## src/rtl/md_unit.sv

```systemverilog
// Iterative 32-step multiply/divide unit with architectural HI/LO registers.
// Shift-add multiply and restoring divide share one 64-bit working register.
module md_unit #(
  parameter int ITER = 32
) (
  input  logic        clk,
  input  logic        rst_n,
  input  logic        valid,
  input  logic [2:0]  md_func,
  input  logic        md_sign,
  input  logic        rd_hi,
  input  logic        rd_lo,
  input  logic [31:0] op_a,
  input  logic [31:0] op_b,
  input  logic        abort,
  output logic [31:0] hi,
  output logic [31:0] lo,
  output logic        busy,
  output logic        stall,
  output logic        done
);

  localparam int CW = $clog2(ITER);

  localparam logic [2:0] F_MULT = 3'd1;
  localparam logic [2:0] F_DIV  = 3'd2;
  localparam logic [2:0] F_MTHI = 3'd3;
  localparam logic [2:0] F_MTLO = 3'd4;

  typedef enum logic [1:0] {
    S_IDLE = 2'd0,
    S_CALC = 2'd1,
    S_FIX  = 2'd2
  } state_t;

  state_t          state_q;
  logic [CW-1:0]   cnt_q;
  logic [63:0]     work_q;
  logic [31:0]     opnd_q;
  logic            is_div_q;
  logic            qneg_q;
  logic            rneg_q;
  logic            div0_q;
  logic [31:0]     hi_q;
  logic [31:0]     lo_q;
  logic            done_q;

  logic            is_req_s;
  logic            is_rd_s;
  logic [32:0]     mul_sum_s;
  logic [33:0]     div_diff_s;
  logic [63:0]     work_d;
  logic [63:0]     prod_s;
  logic [31:0]     quot_s;
  logic [31:0]     rem_s;

  function automatic logic [31:0] neg32(input logic [31:0] v);
    return ~v + 32'd1;
  endfunction

  function automatic logic [63:0] neg64(input logic [63:0] v);
    return ~v + 64'd1;
  endfunction

  function automatic logic [31:0] mag32(input logic [31:0] v, input logic sgn);
    return (sgn && v[31]) ? neg32(v) : v;
  endfunction

  assign is_req_s = valid && ((md_func == F_MULT) || (md_func == F_DIV) ||
                              (md_func == F_MTHI) || (md_func == F_MTLO));
  assign is_rd_s  = valid && (rd_hi || rd_lo);

  assign busy  = (state_q != S_IDLE);
  assign stall = busy && (is_req_s || is_rd_s);
  assign hi    = hi_q;
  assign lo    = lo_q;
  assign done  = done_q;

  // One iteration: multiply adds the multiplicand into the upper half then
  // shifts right; divide shifts left and keeps the trial subtraction if it fits.
  always_comb begin
    mul_sum_s  = {1'b0, work_q[63:32]} + (work_q[0] ? {1'b0, opnd_q} : 33'd0);
    div_diff_s = {1'b0, work_q[63:31]} - {2'b00, opnd_q};
    work_d     = work_q;
    if (is_div_q) begin
      if (!div_diff_s[33]) begin
        work_d = {div_diff_s[31:0], work_q[30:0], 1'b1};
      end else begin
        work_d = {work_q[62:0], 1'b0};
      end
    end else begin
      work_d = {mul_sum_s, work_q[31:1]};
    end
  end

  // Sign correction of the finished magnitude result; a zero divisor keeps an
  // all-ones quotient and the remainder naturally reproduces op_a.
  always_comb begin
    prod_s = qneg_q ? neg64(work_q) : work_q;
    rem_s  = rneg_q ? neg32(work_q[63:32]) : work_q[63:32];
    if (div0_q) begin
      quot_s = 32'hFFFF_FFFF;
    end else begin
      quot_s = qneg_q ? neg32(work_q[31:0]) : work_q[31:0];
    end
  end

  // Control FSM plus datapath and architectural HI/LO registers.
  always_ff @(posedge clk or negedge rst_n) begin
    if (!rst_n) begin
      state_q  <= S_IDLE;
      cnt_q    <= '0;
      work_q   <= 64'd0;
      opnd_q   <= 32'd0;
      is_div_q <= 1'b0;
      qneg_q   <= 1'b0;
      rneg_q   <= 1'b0;
      div0_q   <= 1'b0;
      hi_q     <= 32'd0;
      lo_q     <= 32'd0;
      done_q   <= 1'b0;
    end else begin
      done_q <= 1'b0;
      case (state_q)
        S_IDLE: begin
          if (valid && !abort) begin
            case (md_func)
              F_MULT: begin
                opnd_q   <= mag32(op_a, md_sign);
                work_q   <= {32'd0, mag32(op_b, md_sign)};
                is_div_q <= 1'b0;
                qneg_q   <= md_sign & (op_a[31] ^ op_b[31]);
                rneg_q   <= md_sign & op_a[31];
                div0_q   <= 1'b0;
                cnt_q    <= '0;
                state_q  <= S_CALC;
              end
              F_DIV: begin
                opnd_q   <= mag32(op_b, md_sign);
                work_q   <= {32'd0, mag32(op_a, md_sign)};
                is_div_q <= 1'b1;
                qneg_q   <= md_sign & (op_a[31] ^ op_b[31]);
                rneg_q   <= md_sign & op_a[31];
                div0_q   <= (op_b == 32'd0);
                cnt_q    <= '0;
                state_q  <= S_CALC;
              end
              F_MTHI:  hi_q <= op_a;
              F_MTLO:  lo_q <= op_a;
              default: state_q <= S_IDLE;
            endcase
          end else begin
            state_q <= S_IDLE;
          end
        end
        S_CALC: begin
          if (abort) begin
            state_q <= S_IDLE;
          end else begin
            work_q <= work_d;
            cnt_q  <= cnt_q + CW'(1);
            if (cnt_q == CW'(ITER - 1)) begin
              state_q <= S_FIX;
            end else begin
              state_q <= S_CALC;
            end
          end
        end
        S_FIX: begin
          state_q <= S_IDLE;
          if (!abort) begin
            if (is_div_q) begin
              hi_q <= rem_s;
              lo_q <= quot_s;
            end else begin
              hi_q <= prod_s[63:32];
              lo_q <= prod_s[31:0];
            end
            done_q <= 1'b1;
          end else begin
            done_q <= 1'b0;
          end
        end
        default: state_q <= S_IDLE;
      endcase
    end
  end

endmodule

```

## config.mk

```make
export PLATFORM = sky130hd
export DESIGN_NAME = md_unit
export DESIGN_NICKNAME = d
export VERILOG_FILES = /design/src/rtl/md_unit.sv
export SDC_FILE = /design/constraint.sdc
export NUM_CORES = 1
export LEC_CHECK = 0
export CORE_MARGIN = 3
export CORE_UTILIZATION = 40
export CTS_BUF_LIST = sky130_fd_sc_hd__clkbuf_8
export DETAILED_ROUTE_END_ITERATION = 10
export PLACE_DENSITY = 0.69
export SLEW_MARGIN = 20
export SYNTH_ARGS = -nofsm -noshare
export SYNTH_HDL_FRONTEND = slang
export SYNTH_SLANG_ARGS = --single-unit
```

## constraint.sdc

```tcl
create_clock -name clk -period 7.2 [get_ports clk]
set_input_delay 0.72 -clock clk [delete_from_list [all_inputs] [get_ports clk]]
set_output_delay 0.72 -clock clk [all_outputs]
set_load 0.005 [all_outputs]
```

* Word level (Yosys, flattened, before mapping)
Cells that the tools add are included.
Widths: inputs -> output; s select.
** Word-level totals
- Register bits :: 172
- Bits of input ports :: 74
- Output and inout port bits :: 67
- Word-level logic and storage cells :: 105
** Cells by class
- Add/subtract/negate cells :: 8
- Equal/unequal tests :: 15
- Mux-type cells :: 37
- Bitwise operators :: 8
- Reduce and logical (&&, ||, !) cells :: 26
** Operator list (number)
- $mux 32 :: 14
- $mux 64 :: 5
- $pmux 64 s2 :: 2
- $pmux 32 s2 :: 3
- $add 32x1->32 const B :: 4
- $not 32->32 :: 4
- $add 64x1->64 const B :: 1
- $not 64->64 :: 1
- $sub 33x32->34 :: 1
- $add 32x32->33 :: 1
- $logic_not 32->1 :: 1
- $reduce_and 4->1 :: 4
- $mux 5 :: 3
- $ne 2x2->1 const B :: 6
- $pmux 5 s2 :: 1
- $pmux 2 s2 :: 2
- $reduce_bool 2->1 :: 4
- $eq 3x2->1 const B :: 2
- $logic_and 1x1->1 :: 6
- $mux 2 :: 3
- $ne 3x3->1 const B :: 2
- $reduce_and 3->1 :: 2
- $add 5x1->5 const B :: 1
- $eq 5x5->1 const B :: 1
- other kinds (12) :: 20

* Depth between registers and ports, before layout
Gate-level depths: netlist of the first run.
- Depth in word-level cells :: 7
- Mapped depth :: 15
- Gate-level depth less buffers :: 14

* Least setup slack after synthesis of the first run
OpenSTA, ideal clock, no wires.
- Path type :: reg-to-reg
- From :: register work_q[0]
- To :: register work_q[62]
- Library setup time :: 122 ps
- Arrival time :: 3327 ps
- Required time :: 7078 ps
- Setup slack :: 3751 ps
- Stages on the path, launching flop included :: 15
- Path buffers :: 1
- Period minus slack after synthesis :: 3449 ps
- Path through :: dfrtp_1 inv_1 clkbuf_1 nor2_1 ha_1 and4_1 a21oi_1 a21oi_1 o311ai_0 o21ai_0 and3_1 o41a_1 xnor2_1 o21ai_0 a32o_1
** Between the ends
- Cells in the longest elaborated chain, start to end :: 5
** RTL lines
- start: declaration :: line 38 : logic [63:0] work_q;
- start signal: assignment :: line 130 : work_q <= {32'd0, mag32(op_b, md_sign)};
- start signal: assignment :: line 140 : work_q <= {32'd0, mag32(op_a, md_sign)};
- start signal: assignment :: line 160 : work_q <= work_d;
- $mux 32 :: line 82 : mul_sum_s = {1'b0, work_q[63:32]} + (work_q[0] ? {1'b0, opnd_q} : 33'd0);
- $add 32x32->33 :: line 82
- $mux 64 :: line 85 : if (is_div_q) begin
- $mux 64 :: line 157 : if (abort) begin
- $pmux 64 s2 :: line 124 : case (state_q)
No other way between the ends. The select of a mux whose other input is x is not followed.
A chain may end at the register's enable or synchronous reset.

* Worst setup path in the final report of the first run
Same ends and word-level chain as after synthesis.

==> flow_metrics.py, run 1 <==
metrics = {
    "outcome": {
        "outcome": "finished, final reports clean",
    },
    "sta": {
        "fin_skew_ns": 0.0211,
        "period_needed_ns": 4.05,
        "max_freq_ghz": 0.247,
        "setup_tns_ns": 0,
        "slew_headroom": 0.234,
        "hold_viol_final": 0,
        "tightest_slew_ns": 1.15,
        "slew_viol_final": 0,
        "layout_setup_ws_ns": 3.15,
        "rsz0062_at_grt": "false",
        "fin_crit_sh": 0.563,
        "setup_violations": 0,
    },
    "clock_network": {
        "cts_tree": "done",
        "post_cts_resized": 0,
        "clkSlewWorstSetupHoldPaths_ns": 0.10,
        "clk_path_buf_depth": 2,
        "cts.sinks": 172,
        "cts.htree.levels": 4,
        "numCtsBuffers": 17,
        "cts_hold_buf": 0,
        "insertion_delay_ns": 0.49,
        "root_buffer": "clkbuf_8",
        "cts_post_setup_buffers_inserted": 0,
    },
    "yosys": {
        "synth_top_cell_by_area": "dfrtp_1",
        "syn_area_um2": 14600,
        "async_flop_share": 1.00,
        "syn_avg_cell_area_um2": 7.68,
        "syn-num-nets": 2046,
        "synth_cell_types": 73,
        "yosysWarnings": 0,
        "synth.top_cells.by_area": "dfrtp_1 29%, o21ai_0 6.8%, ha_1 6.0%, xnor2_1 6.0%, nor2_1 5.7%",
        "ys_ff_latch": 172,
        "synth-seq-area-share": 0.295,
        "syn_inst": 1900,
        "synth_ff_type": "dfrtp_1",
        "synthDominantCellAreaShare": 0.295,
        "synth_edf_count": 0,
    },
    "worst_setup_path": {
        "endpoint": "work_q[62]",
        "reg2reg_slack_ns": 3.15,
        "r2r_start": "work_q[0]",
        "cp-start-kind": "register",
        "crit_family": "compound AO/OA/AOI/OAI gates",
        "crit_chain": "inv_1 -> buf_4 -> nor2_1 -> ha_1 -> a21o_1 -> o21ai_0 -> a21oi_1 -> o311ai_0 -> o21ai_0 -> and3_1 -> o41a_1 -> xnor2_1 -> o21ai_0 -> a32o_1",
        "path_class": "register to register",
        "cp-end-kind": "register",
        "cp.depth": 14,
        "worstPathArrival_ns": 4.43,
        "required_ns": 7.57,
        "ff2ff_path_depth": 14,
        "crit_path_max_incr_delay_ns": 0.58,
        "r2r-end": "work_q[62]",
        "critPathBufInv": 2,
        "crit_path_start": "work_q[0]",
        "cp_max_fo": 30,
        "crit_top_cell": "o21ai_0",
        "crit_slowest_cell": "o311ai_0",
    },
    "floorplan": {
        "fp.coreArea_um2": 35700,
        "ios": 141,
        "fp.dieArea_um2": 38800,
        "die_x_um": 197,
        "fp-row-count": 69,
        "die_h_um": 197,
        "initial_utilization": 0.408,
    },
    "global_routing": {
        "antenna_found_initial": 0,
        "grt_overflow": 0,
        "grt_max_degree": 80,
        "gr-usage-all-layers": 0.272,
        "grt_pass1_wl_mm": 82.1,
        "grt_pass1_vias": 13700,
    },
    "route": {
        "wl_per_cell_um": 22.0,
        "route.final.wire_length_mm": 53.7,
        "drtIter0Drc": 1567,
        "antenna_left": 0,
        "viasPerCell": 6.09,
        "drc": 0,
        "dr.pass1.iters": 8,
        "dr_total_vias": 14800,
    },
    "power": {
        "ir_drop_mv": 0.190,
        "seqPwrFrac": 0.302,
        "p_sw_mw": 2.80,
        "swShare": 0.494,
        "p_per_area_nw_per_um2": 339,
        "p_int_mw": 2.86,
        "comb_power_share": 0.574,
        "power.share.clock": 0.124,
        "total_leakage_power_nw": 7.00,
        "total_power_mw": 5.66,
    },
    "placement": {
        "dp_hpwl_mm": 40.6,
        "numPortBuffers": 140,
        "pre_cts_ws_ns": 3.25,
        "post-place-cells": 2407,
        "gp_congestion": 0.958,
    },
    "layout": {
        "layout-drive-gt1-share": 0.0440,
        "multi_input_area_um2": 9660,
        "layout.cells.non_filler": 2438,
        "diodes": 0,
        "num-nets-final": 2111,
        "area_delta_synth_final_pct": 14.5,
        "fillCellCount": 3562,
        "final-seq-area_um2": 4310,
        "post-route-util": 0.467,
    },
    "min_path": {
        "min_path_type": "input port to asynchronous set/reset pin",
    },
    "run": {
        "cap_violations": 0,
    },
}
flip-flops by register name (all words and copies together) (netlist names), 2 cells and up:
signal	count
lo	32
state_q	2
hi	32
work_q	64
cnt_q	5
opnd_q	32
per-layer routing:
layer  up-vias  wire, µm  global-route usage  share of wire
li1       6965         -                   -              -
met1      7040     23900               0.390           0.44
met2       733     22500               0.399           0.42
met3       111      4720              0.0494          0.088
met4         0      2570               0.122          0.048
met5         -         0                   0              0
cell type report:
type,count,share of cell area
well taps,461,0.0345
inverters,58,0.0130
flip-flops and latches,172,0.258
clock buffers,17,0.0140
repair buffers,162,0.0939
multi-input cells,1554,0.578
clock inverters,14,0.00854
power groups by stage:
stage	Combinational (mW)	Sequential (mW)	Clock, mW
CTS	3.20	1.68	0.711
global route	3.58	1.74	0.747
detailed placement	3.18	1.70	0
finish	3.25	1.71	0.705
floorplan	2.33	1.50	0
global placement	3.14	1.69	0
cells in the mapped netlist (all sizes together), types with 4 or more instances:
cell and count:
a211oi 19, dfrtp 172, xnor2 100, or2 9, a221oi 5, buf 15, nor3b 4, clkbuf 101
mux2i 43, nor3 46, o31ai 30, o41ai 15, a21oi 157, nand3 39, nand2b 17, o211ai 24
ha 70, o21ai 202, a221o 10, and3 14, a21o 31, nand2 213, nor2b 13, and2 4
or3 19, o31a 4, xor2 69, o21a 10, a22oi 12, nand4 11, inv 58, nor4 14
o22ai 36, o22a 5, a31oi 22, nor2 223, or4 15, o21bai 4, a311oi 7
worst min path at each step:
stage | cells after the start | end | slack [ns] | start
after CTS | 1 | lo[4] | 0.30 | rst_n
after global placement | 2 | hi[31] | 0.46 | hi[31]
after detailed placement | 2 | hi[29] | 0.47 | hi[29]
after global routing | 1 | lo[4] | 0.31 | rst_n
final | 1 | lo[3] | 0.27 | rst_n
after floorplan | 0 | cnt_q[0] | 0.42 | rst_n
layout by cell type (no fill, tap or decap), drive strengths merged, types with 15 or more instances in the layout:
cell,n
nor2,223
nand2,213
o21ai,202
dfrtp,172
a21oi,157
clkdlybuf4s50,139
xnor2,100
ha,70
xor2,69
inv,63
nor3,46
mux2i,43
nand3,39
o22ai,36
a21o,31
o31ai,30
o211ai,24
buf,23
a31oi,22
a211oi,19
or3,19
nand2b,17
clkbuf,17
or4,15
o41ai,15
logic make-up (layout without fill, tap and decap cells):
group	after synthesis	in the layout	synth area share
simple gates	648	648	0.203
compound gates	621	621	0.263
buf+inv	174	251	0.0452
flops	172	172	0.295
xor+xnor	169	169	0.101
fa+ha+maj	72	72	0.0628
mux	44	44	0.0303
metrics by stage:
stage / cell area [µm²] / hold slack [ns]
3_3_place_gp: 16300 / 0.462
2_1_floorplan: 14600 / 0.424
3_5_place_dp: 16300 / 0.467
4_1_cts: 16700 / 0.295
5_1_grt: 16700 / 0.305
6_report: 16700 / 0.267
(Power assumes the default switching activity.)
==> run 2, diff against run 1 <==
Settings changed: PLACE_DENSITY 0.69 to 0.71.
Clock period 7.2 ns to 3.3 ns, I/O delays scaled along.
==> run 2 against run 1 <==
Effect of this change:
- the flow now finishes with violations (setup timing)
- die area stayed put
- clock power increased to 2.7 times the previous value
- clock-buffer cell count unchanged
- flip-flop and latch count unchanged
- highest routed layer unchanged
- sequential share of layout area decreased by 2.7 points
- non-clock buffer count is 194 higher
- sequential power increased by 95%
- clock skew decreased by 0.0030 ns
- largest cell class unchanged
- setup slack worse by 3.2 ns
- register-to-register slack got worse by 3.2 ns
- worst hold slack better by 0.15 ns
==> flow_metrics.py, run 2 (synthesis gave the netlist of run 1 again) <==
metrics = {
    "outcome": {
        "outcome": "finished, violations left",
        "violations": "setup timing",
    },
    "layout": {
        "layout.cells.non_filler": 2632,
        "final_common_cell": "nor2_1",
        "largest_reg_flops": 64,
        "num-nets-final": 2306,
        "post-route-util": 0.523,
        "layout-drive-gt1-share": 0.149,
        "diodes": 0,
        "top_register": "work_q",
        "area_delta_synth_final_pct": 28.0,
        "final-seq-area_um2": 4310,
        "multi_input_area_um2": 9940,
        "layout_common_cells": "218 x nor2_1, 212 x nand2_1, 202 x buf_4",
        "design_area_um2": 18700,
        "fillCellCount": 3392,
    },
    "route": {
        "route.final.wire_length_mm": 56.0,
        "drc": 0,
        "dr.pass1.iters": 8,
        "wl_per_cell_um": 21.3,
        "viasPerCell": 5.97,
        "antenna_left": 0,
        "dr_total_vias": 15700,
        "drtIter0Drc": 1435,
    },
    "worst_setup_path": {
        "ff2ff_path_depth": 14,
        "crit_path_start": "work_q[0]",
        "reg2reg_slack_ns": -0.01,
        "path_class": "register to register",
        "required_ns": 3.68,
        "cp-end-kind": "register",
        "cp_max_fo": 6,
        "r2r_start": "work_q[0]",
        "endpoint": "work_q[62]",
        "cp-start-kind": "register",
        "r2r-end": "work_q[62]",
        "worstPathArrival_ns": 3.69,
    },
    "floorplan": {
        "initial_utilization": 0.408,
        "fp.dieArea_um2": 38800,
        "die_x_um": 197,
        "ios": 141,
        "fp-row-count": 69,
        "die_h_um": 197,
        "fp.coreArea_um2": 35700,
    },
    "clock_network": {
        "cts.sinks": 172,
        "cts.htree.levels": 4,
        "clkSlewWorstSetupHoldPaths_ns": 0.10,
        "insertion_delay_ns": 0.49,
        "numCtsBuffers": 17,
        "root_buffer": "clkbuf_8",
        "cts_tree": "done",
        "clk_path_buf_depth": 2,
    },
    "power": {
        "seqPwrFrac": 0.228,
        "swShare": 0.452,
        "p_int_mw": 8.01,
        "ir_drop_mv": 0.335,
        "p_sw_mw": 6.60,
        "p_per_area_nw_per_um2": 783,
        "total_power_mw": 14.6,
        "power.share.clock": 0.130,
        "comb_power_share": 0.642,
        "total_leakage_power_nw": 8.11,
    },
    "sta": {
        "layout_setup_ws_ns": -0.0121,
        "hold_viol_final": 0,
        "period_needed_ns": 3.31,
        "rsz0062_at_grt": "true",
        "slew_viol_final": 0,
        "setup_violations": 1,
        "hold_slack_ns": 0.418,
        "setup_tns_ns": -0.0121,
        "tightest_slew_ns": 1.03,
        "slew_headroom": 0.311,
        "fin_crit_sh": 1.00,
        "fin_skew_ns": 0.0182,
        "max_freq_ghz": 0.302,
    },
    "min_path": {
        "min_path_type": "input port to asynchronous set/reset pin",
    },
    "placement": {
        "numPortBuffers": 140,
        "placed_cell_area_um2": 17800,
        "dp_hpwl_mm": 43.8,
        "post-place-cells": 2590,
        "pre_cts_ws_ns": -0.315,
        "gp_congestion": 0.961,
    },
    "global_routing": {
        "grt_max_degree": 66,
        "grt_pass1_wl_mm": 85.0,
        "grt_overflow": 0,
        "antenna_found_initial": 1,
        "gr-usage-all-layers": 0.280,
        "grt_pass1_vias": 14500,
    },
    "run": {
        "cap_violations": 0,
    },
}
## run 2: cell types whose count changed in the layout (fill, tap and decap cells not counted), moves of 6 or more
cell / change
buf_4: +180
o21ai_0: -11
o21ai_1: +10
buf_12: +8
a21oi_1: -6
bufinv_16: +6
## run 2: final cells by class
| type | count | share of cell area |
|---|---|---|
| clock buffers | 17 | 0.0125 |
| clock inverters | 13 | 0.0133 |
| inverters | 58 | 0.0119 |
| multi-input cells | 1554 | 0.532 |
| flip-flops and latches | 172 | 0.231 |
| well taps | 461 | 0.0309 |
| repair buffers | 356 | 0.168 |
| repair inverters | 1 | 0.000402 |
## run 2: how the worst min path moves through the flow
stage                    end  depth (start not counted)  slack (ns)
detailed placement     lo[4]                          1        0.39
floorplan           cnt_q[0]                          0        0.03
finish                 lo[4]                          2        0.42
global placement       lo[6]                          1        0.39
CTS                    lo[4]                          2        0.43
global route           lo[4]                          2        0.46
## run 2: what timing repair did
action | 4_1_cts | 5_1_grt
pin swaps | 11 | 19
cloned | 1 | 0
hold endpoints to repair | 60 | 0
setup buffers | 3 | 7
setup endpoints to repair | 19 | 50
resized for setup | 28 | 47
hold buffers | 1 | 0
## run 2: critical path, stage by stage, from the launching register on
cell and delay, ns:
dfrtp_2 0.46, clkinvlp_4 0.22, buf_4 0.20, nor2_1 0.11, ha_2 0.30, a21o_1 0.18, a21oi_2 0.17, a21oi_2 0.10
o311ai_4 0.34, o21ai_2 0.11, and3_4 0.21, o41a_1 0.33, xnor2_1 0.13, o21ai_0 0.08, a32o_1 0.27
## run 2: power by group through the flow
| stage | logic (mW) | registers, mW | clock network (mW) |
|---|---|---|---|
| floorplan | 5.08 | 3.26 | 0 |
| global placement | 8.65 | 3.32 | 0 |
| detailed placement | 8.78 | 3.34 | 0 |
| CTS | 8.99 | 3.31 | 1.91 |
| global route | 10.2 | 3.40 | 2.00 |
| finish | 9.39 | 3.33 | 1.90 |
## run 2: layer usage
metal / vias up / GRT usage / part of all wire / wire length [µm]
met5: - / 0 / 0 / 0
met4: 0 / 0.103 / 0.039 / 2170
met3: 94 / 0.0516 / 0.089 / 4970
met2: 767 / 0.431 / 0.44 / 24500
met1: 7513 / 0.393 / 0.43 / 24300
li1: 7349 / - / - / -
